===== src/rtl/parking_pkg.sv =====
// Shared types and helpers for the four-spot parking controller.
//   NUM_SPOTS   : number of parking spots (fixed at 4)
//   spot_idx_t  : index of one spot
//   spot_map_t  : one bit per spot (occupancy or free map)
//   lowest_free : lowest-numbered spot whose occupancy bit is 0
//   popcount4   : number of set bits in a spot map (0-4)
package parking_pkg;

  localparam int NUM_SPOTS = 4;

  typedef logic [1:0] spot_idx_t;
  typedef logic [3:0] spot_map_t;

  // Result is only meaningful when at least one bit of occ is 0.
  function automatic spot_idx_t lowest_free(input spot_map_t occ);
    spot_idx_t idx;
    idx = '0;
    // Scan downward so the lowest free index is the one that sticks.
    for (int i = NUM_SPOTS - 1; i >= 0; i--) begin
      if (!occ[i]) idx = spot_idx_t'(i);
    end
    return idx;
  endfunction

  function automatic logic [2:0] popcount4(input spot_map_t m);
    return 3'(m[0]) + 3'(m[1]) + 3'(m[2]) + 3'(m[3]);
  endfunction

endpackage


===== src/rtl/spot_timer.sv =====
// Occupancy-duration counter for a single parking spot.
// Counts clock cycles while the spot is occupied, saturating at all-ones,
// holds the last value while the spot is free, and restarts from 0 when a
// new car is admitted into the spot.
//   CLK      : system clock
//   RST      : asynchronous active-high reset
//   clear    : a car is admitted into this spot at this edge
//   occupied : registered occupancy bit of this spot
//   count    : current duration in cycles
module spot_timer #(
  parameter int TIME_W = 64
) (
  input  logic              CLK,
  input  logic              RST,
  input  logic              clear,
  input  logic              occupied,
  output logic [TIME_W-1:0] count
);

  logic [TIME_W-1:0] count_q;
  logic [TIME_W-1:0] count_d;

  always_comb begin
    count_d = count_q;
    // Admission wins over counting: the new stay starts from zero.
    if (clear) begin
      count_d = '0;
    end else if (occupied && (count_q != '1)) begin
      count_d = count_q + 1'b1;
    end
  end

  always_ff @(posedge CLK or posedge RST) begin
    if (RST) count_q <= '0;
    else     count_q <= count_d;
  end

  assign count = count_q;

endmodule


===== src/rtl/parking_circuit.sv =====
// Four-spot parking-lot controller.
// Admits a car into the lowest-numbered free spot on each rising edge of
// `enter`, releases spot `switch` on each rising edge of `exit`, holds the
// door open for DOOR_CYCLES cycles after every accepted entry, and reports
// occupancy, free count and full status.
// Optional feature: define SPOT_TIMER_EN to build the per-spot occupancy
// timers; without it spot0_time..spot3_time are constant 0.
//   CLK, RST             : clock, asynchronous active-high reset
//   enter, exit          : arrival / departure requests (edge-detected)
//   switch               : spot released by an exit event
//   full, full_light     : all spots occupied
//   door_open, open_light: door open after an accepted entry
//   capacity             : number of free spots
//   L                    : spot given to the most recently admitted car
//   F, E                 : occupied / free bitmaps
//   spot0_time..3_time   : occupancy duration of each spot, in cycles
module parking_circuit
  import parking_pkg::*;
#(
  parameter int DOOR_CYCLES = 4,
  parameter int TIME_W      = 64
) (
  input  logic              CLK,
  input  logic              RST,
  input  logic              enter,
  input  logic              exit,
  input  logic [1:0]        switch,
  output logic              full,
  output logic              door_open,
  output logic [2:0]        capacity,
  output logic [1:0]        L,
  output logic [3:0]        F,
  output logic [3:0]        E,
  output logic [TIME_W-1:0] spot0_time,
  output logic [TIME_W-1:0] spot1_time,
  output logic [TIME_W-1:0] spot2_time,
  output logic [TIME_W-1:0] spot3_time,
  output logic              open_light,
  output logic              full_light
);

  localparam int DW = $clog2(DOOR_CYCLES + 1);
  localparam logic [DW-1:0] DOOR_LOAD = DW'(DOOR_CYCLES);

  logic      enter_q, enter_d;
  logic      exit_q,  exit_d;
  spot_map_t f_q,     f_d;
  spot_idx_t l_q,     l_d;
  logic [DW-1:0] door_q, door_d;

  logic      enter_ev;
  logic      exit_ev;
  logic      accept;
  spot_idx_t slot;

  always_comb begin
    // NOTE: every signal gets a default before any branch, so no path leaves
    // a value unassigned and no latch is inferred.
    enter_d  = enter;
    exit_d   = exit;
    f_d      = f_q;
    l_d      = l_q;
    door_d   = door_q;

    enter_ev = enter & ~enter_q;
    exit_ev  = exit & ~exit_q;
    accept   = enter_ev && (f_q != 4'hF);
    // Chosen from the pre-exit map, so a simultaneous entry never takes the
    // spot that is being freed in the same cycle.
    slot     = lowest_free(f_q);

    if (door_q != '0) door_d = door_q - 1'b1;

    if (exit_ev && f_q[switch]) f_d[switch] = 1'b0;

    if (accept) begin
      f_d[slot] = 1'b1;
      l_d       = slot;
      door_d    = DOOR_LOAD;
    end
  end

  // NOTE: state registers use non-blocking assignments so every flop samples
  // the pre-edge value of the others, regardless of statement order.
  always_ff @(posedge CLK or posedge RST) begin
    if (RST) begin
      enter_q <= 1'b0;
      exit_q  <= 1'b0;
      f_q     <= '0;
      l_q     <= '0;
      door_q  <= '0;
    end else begin
      enter_q <= enter_d;
      exit_q  <= exit_d;
      f_q     <= f_d;
      l_q     <= l_d;
      door_q  <= door_d;
    end
  end

  assign F          = f_q;
  assign E          = ~f_q;
  assign L          = l_q;
  assign capacity   = popcount4(~f_q);
  assign full       = (f_q == 4'hF);
  assign full_light = full;
  assign door_open  = (door_q != '0);
  assign open_light = door_open;

`ifdef SPOT_TIMER_EN
  logic [TIME_W-1:0] spot_time [NUM_SPOTS];

  for (genvar i = 0; i < NUM_SPOTS; i++) begin : g_timer
    spot_timer #(.TIME_W(TIME_W)) u_timer (
      .CLK      (CLK),
      .RST      (RST),
      .clear    (accept && (slot == spot_idx_t'(i))),
      .occupied (f_q[i]),
      .count    (spot_time[i])
    );
  end

  assign spot0_time = spot_time[0];
  assign spot1_time = spot_time[1];
  assign spot2_time = spot_time[2];
  assign spot3_time = spot_time[3];
`else
  assign spot0_time = '0;
  assign spot1_time = '0;
  assign spot2_time = '0;
  assign spot3_time = '0;
`endif

endmodule


===== config.mk =====
export PLATFORM = sky130hd
export DESIGN_NAME = parking_circuit
export DESIGN_NICKNAME = d
export VERILOG_FILES = /design/src/rtl/parking_pkg.sv /design/src/rtl/spot_timer.sv /design/src/rtl/parking_circuit.sv
export SDC_FILE = /design/constraint.sdc
export NUM_CORES = 1
export LEC_CHECK = 0
export ABC_AREA = 1
export BUFFER_PORTS_ARGS = -buffer_cell sky130_fd_sc_hd__buf_4
export CAP_MARGIN = 10
export CELL_PAD_IN_SITES_DETAIL_PLACEMENT = 1
export CELL_PAD_IN_SITES_GLOBAL_PLACEMENT = 1
export CORE_MARGIN = 5
export CORE_UTILIZATION = 22
export CTS_CLUSTER_DIAMETER = 80
export DETAILED_ROUTE_END_ITERATION = 6
export HOLD_SLACK_MARGIN = 0.05
export PLACE_DENSITY = 0.79
export SKIP_LAST_GASP = 1
export SLEW_MARGIN = 20
export SYNTH_ARGS = -nofsm -noshare
export SYNTH_HDL_FRONTEND = slang
export SYNTH_HIERARCHICAL = 1
export SYNTH_SLANG_ARGS = --single-unit
export TNS_END_PERCENT = 20

===== constraint.sdc =====
create_clock -name CLK -period 1.7 [get_ports CLK]
set_clock_uncertainty 0.05 [all_clocks]
set_input_delay 0 -clock CLK [delete_from_list [all_inputs] [get_ports CLK]]
set_output_delay 0 -clock CLK [all_outputs]
set_load 0.05 [all_outputs]

==> summary.txt <==
Run status
  – Outcome: complete, but fails checks
  – Failing checks: setup timing

Worst setup path
  – Reg-to-reg startpoint: F[0]
  – Crit Path Category: flip-flop to output port
  – CP max FO: 2
  – Worst Setup SP: F[1]
  – RR Endpoint: F[1]
  – Cell with the largest stage delay on the worst path: fa_1
  – Crit-path cells: fa_1, inv_2, ha_4, ha_4, buf_8
  – Most frequent CP cell: ha_4
  – Cell depth of the worst setup path: 5
  – CP endpoint: capacity[1]
  – CP top delay family: adder cells
  – Worst r2r path cells: 7
  – CP peak stage delay: 0.55 ns
  – CP bufs+invs: 2
  – CP Capture Type: output port
  – Reg-to-reg slack, setup: 0.29 ns
  – Worst Path Required: 1.65 ns
  – Startpoint class of the critical path: flip-flop
  – CP arrival: 1.80 ns

Synth
  – Avg Cell Area, Syn: 7.58 um^2
  – Largest family of logic cells by synthesized area: buffers and inverters
  – Post-synthesis cell area: 2630 um^2
  – Synth Area in XOR/XNOR: 0.333%
  – Synth Area in Compound Gates: 0.951%
  – Synth Register Bits: 11
  – Mux contribution to synthesized area: 0%
  – Cell count after synthesis: 347
  – Largest cells by area after synthesis: buf_4 (74%), dfrtp_1 (10%), nand2_1 (3.4%)
  – Yosys warning count: 6
  – Sequential element share of the synthesized area: 10.5%
  – Count of cell types in the netlist: 17
  – Synth Area in Adders: 3.14%
  – Synth top area share: 73.6%
  – Leading area contributor after synthesis: buf_4
  – Synth Area in Simple Gates: 8.37%

Route
  – Drt pass-1 iters: 6
  – Routed len/inst: 8.94 um
  – Iter 0 DRT Violations: 10
  – Routed Antenna Nets: 0
  – DR vias/cell: 2.53
  – Via count: 1,322
  – Drt total wl: 4.68 mm
  – Drt drc: 0

Floorplanning
  – Initial Util: 22.2%
  – Die height: 119 um
  – DIE WIDTH: 119 um
  – # rows: 40
  – Die area: 14,200 um^2
  – Top Ports: 279
  – Area of the core: 11,900 um^2

Placed design
  – GPL Wtd Cong: 0.703
  – Port Buffers: 22
  – Post-DP HPWL: 4.32 mm

Timing
  – Hold Fails Final Rpt: 0
  – Post-route worst setup slack: -0.148 ns
  – Setup TNS: -0.256 ns
  – Fin crit period: 1.85 ns
  – Final period utilization: 109%
  – Finish-stage setup viols: 3
  – F_max: 541 MHz
  – Slew Viols, Final: 0
  – RSZ-0062 raised after global routing: true

Clock network
  – CTS tree: yes
  – Num CTS Buffers: 3
  – CTS max path bufs: 2
  – Worst-path clk slew: 0.04 ns
  – Clk_lat worst skew: 0.24 ns
  – Htree depth: 1
  – CTS Sinks: 11
  – Clk root buf: clkbuf_16

Final layout
  – Share of layout cells above drive strength 1: 12.2%
  – Fillers: 1,518
  – Area Growth Syn to Fin: -17.4%
  – Layout Utilization: 18.3%
  – Nets: 389
  – Antenna cell count: 0

Pwr
  – LEAKAGE: 1.42 nW
  – Pwr Total: 0.00445 W
  – Pwr per Cell Area: 2050 nW/um^2
  – Worst IR Drop VDD: 0.614 mV

GRT
  – Vias in the first global route: 1,278
  – Antenna violations before repair: 0
  – First-pass GRT wire length: 6.32 mm
  – GR Util All Layers: 5.40%
  – Remaining Overflow, GRT: 0
  – Largest net degree at the start of global routing: 12

Min path
  – Hold Crit Class: primary input to flip-flop

Run
  – Max cap viols: 0
cell usage in the layout, fill, tap and decap left out:
| cell | count |
|---|---|
| buf_8 | 1 |
| nand3_1 | 7 |
| clkbuf_1 | 1 |
| nand2_2 | 3 |
| clkinvlp_4 | 1 |
| clkbuf_16 | 3 |
| dlygate4sd3_1 | 3 |
| nor3_2 | 1 |
| nor2_1 | 6 |
| ha_4 | 2 |
| conb_1 | 256 |
| xnor2_1 | 1 |
| buf_4 | 24 |
| ha_1 | 3 |
| nand2_1 | 24 |
| nor2_8 | 1 |
| nor2_2 | 1 |
| dfrtp_2 | 4 |
| inv_2 | 4 |
| o21ai_1 | 5 |
| fa_1 | 1 |
| inv_1 | 16 |
| nand3_4 | 1 |
| dfrtp_1 | 7 |
cell type report:
class	count	area (um^2)	share of cell area [%]
timing repair buffer	28	225	10.4
multi-input combinational	312	1320	60.9
sequential	11	280	12.9
inverter	21	82.6	3.80
clock buffer	4	78.8	3.63
tap	147	184	8.46
cell usage after synthesis:
cell / n
nand2_1: 24
nand3_1: 7
inv_1: 18
nor2_8: 1
nor2_1: 6
conb_1: 1
nor2_2: 1
nand3_4: 1
buf_4: 258
inv_2: 3
nand2_2: 3
xnor2_1: 1
ha_1: 5
o21ai_1: 5
nor3_2: 1
dfrtp_1: 11
fa_1: 1
sequential cells by signal, indices dropped and copies added (netlist names):
signal / cells
L: 2
enter_q: 1
F: 4
door_q: 3
exit_q: 1
worst min path at each step:
stage / start / end / cells past startpoint
2_1_floorplan: RST / L[0] / 1
3_3_place_gp: RST / door_q[1] / 2
3_5_place_dp: RST / door_q[1] / 2
4_1_cts: switch[1] / F[0] / 5
5_1_grt: switch[0] / F[2] / 5
6_report: switch[1] / F[0] / 5
what timing repair did:
item,CTS,global route
setup endpoints to repair,3,3
cloned,0,0
hold buffers,3,0
setup buffers,0,0
resized for setup,2,2
hold endpoints to repair,13,0
pin swaps,2,2
layer usage:
metal / track usage [%] / vias up / wire length, um
met5: 0 / - / 0
met4: 2.72 / 0 / 93
met3: 1.71 / 7 / 680
met2: 10.1 / 147 / 2440
met1: 5.28 / 589 / 1460
li1: - / 579 / -
tightest hold or removal path, stage by stage:
cell     delay, ns
buf_4         0.11
nor2_1        0.04
nand3_1       0.07
nand2_1       0.05
nand2_1       0.05
report_power, final:
| part | leakage (nW) | switching, W | internal (W) | total (W) |
|---|---|---|---|---|
| clock | 0.0382 | 0.000116 | 0.000315 | 0.000430 |
| sequential | 0.125 | 0.0000902 | 0.000382 | 0.000472 |
| combinational | 1.26 | 0.00281 | 0.000734 | 0.00354 |
| total | 1.42 | 0.00301 | 0.00143 | 0.00445 |
logic make-up (layout without fill, tap and decap cells):
logic type                 after synthesis  in the layout
buffers and inverters                  279             53
adders and majority gates                6              6
other                                    1            256
AOI/OAI and AO/OA                        5              5
and+or+nand+nor                         44             44
DFF                                     11             11
xor gates and xnor gates                 1              1
per-stage QoR:
stage	cells	instance area [um^2]	hold slack [ns]	setup WS, ns
2_1_floorplan	602	3610	-0.198	0.00476
3_3_place_gp	516	2050	-0.0106	0.0626
3_5_place_dp	516	2050	-0.00471	0.0587
4_1_cts	523	2160	0.0633	-0.151
5_1_grt	523	2170	0.0955	-0.193
6_report	523	2170	0.0606	-0.148
No activity file was read; power rests on OpenSTA's default activity.
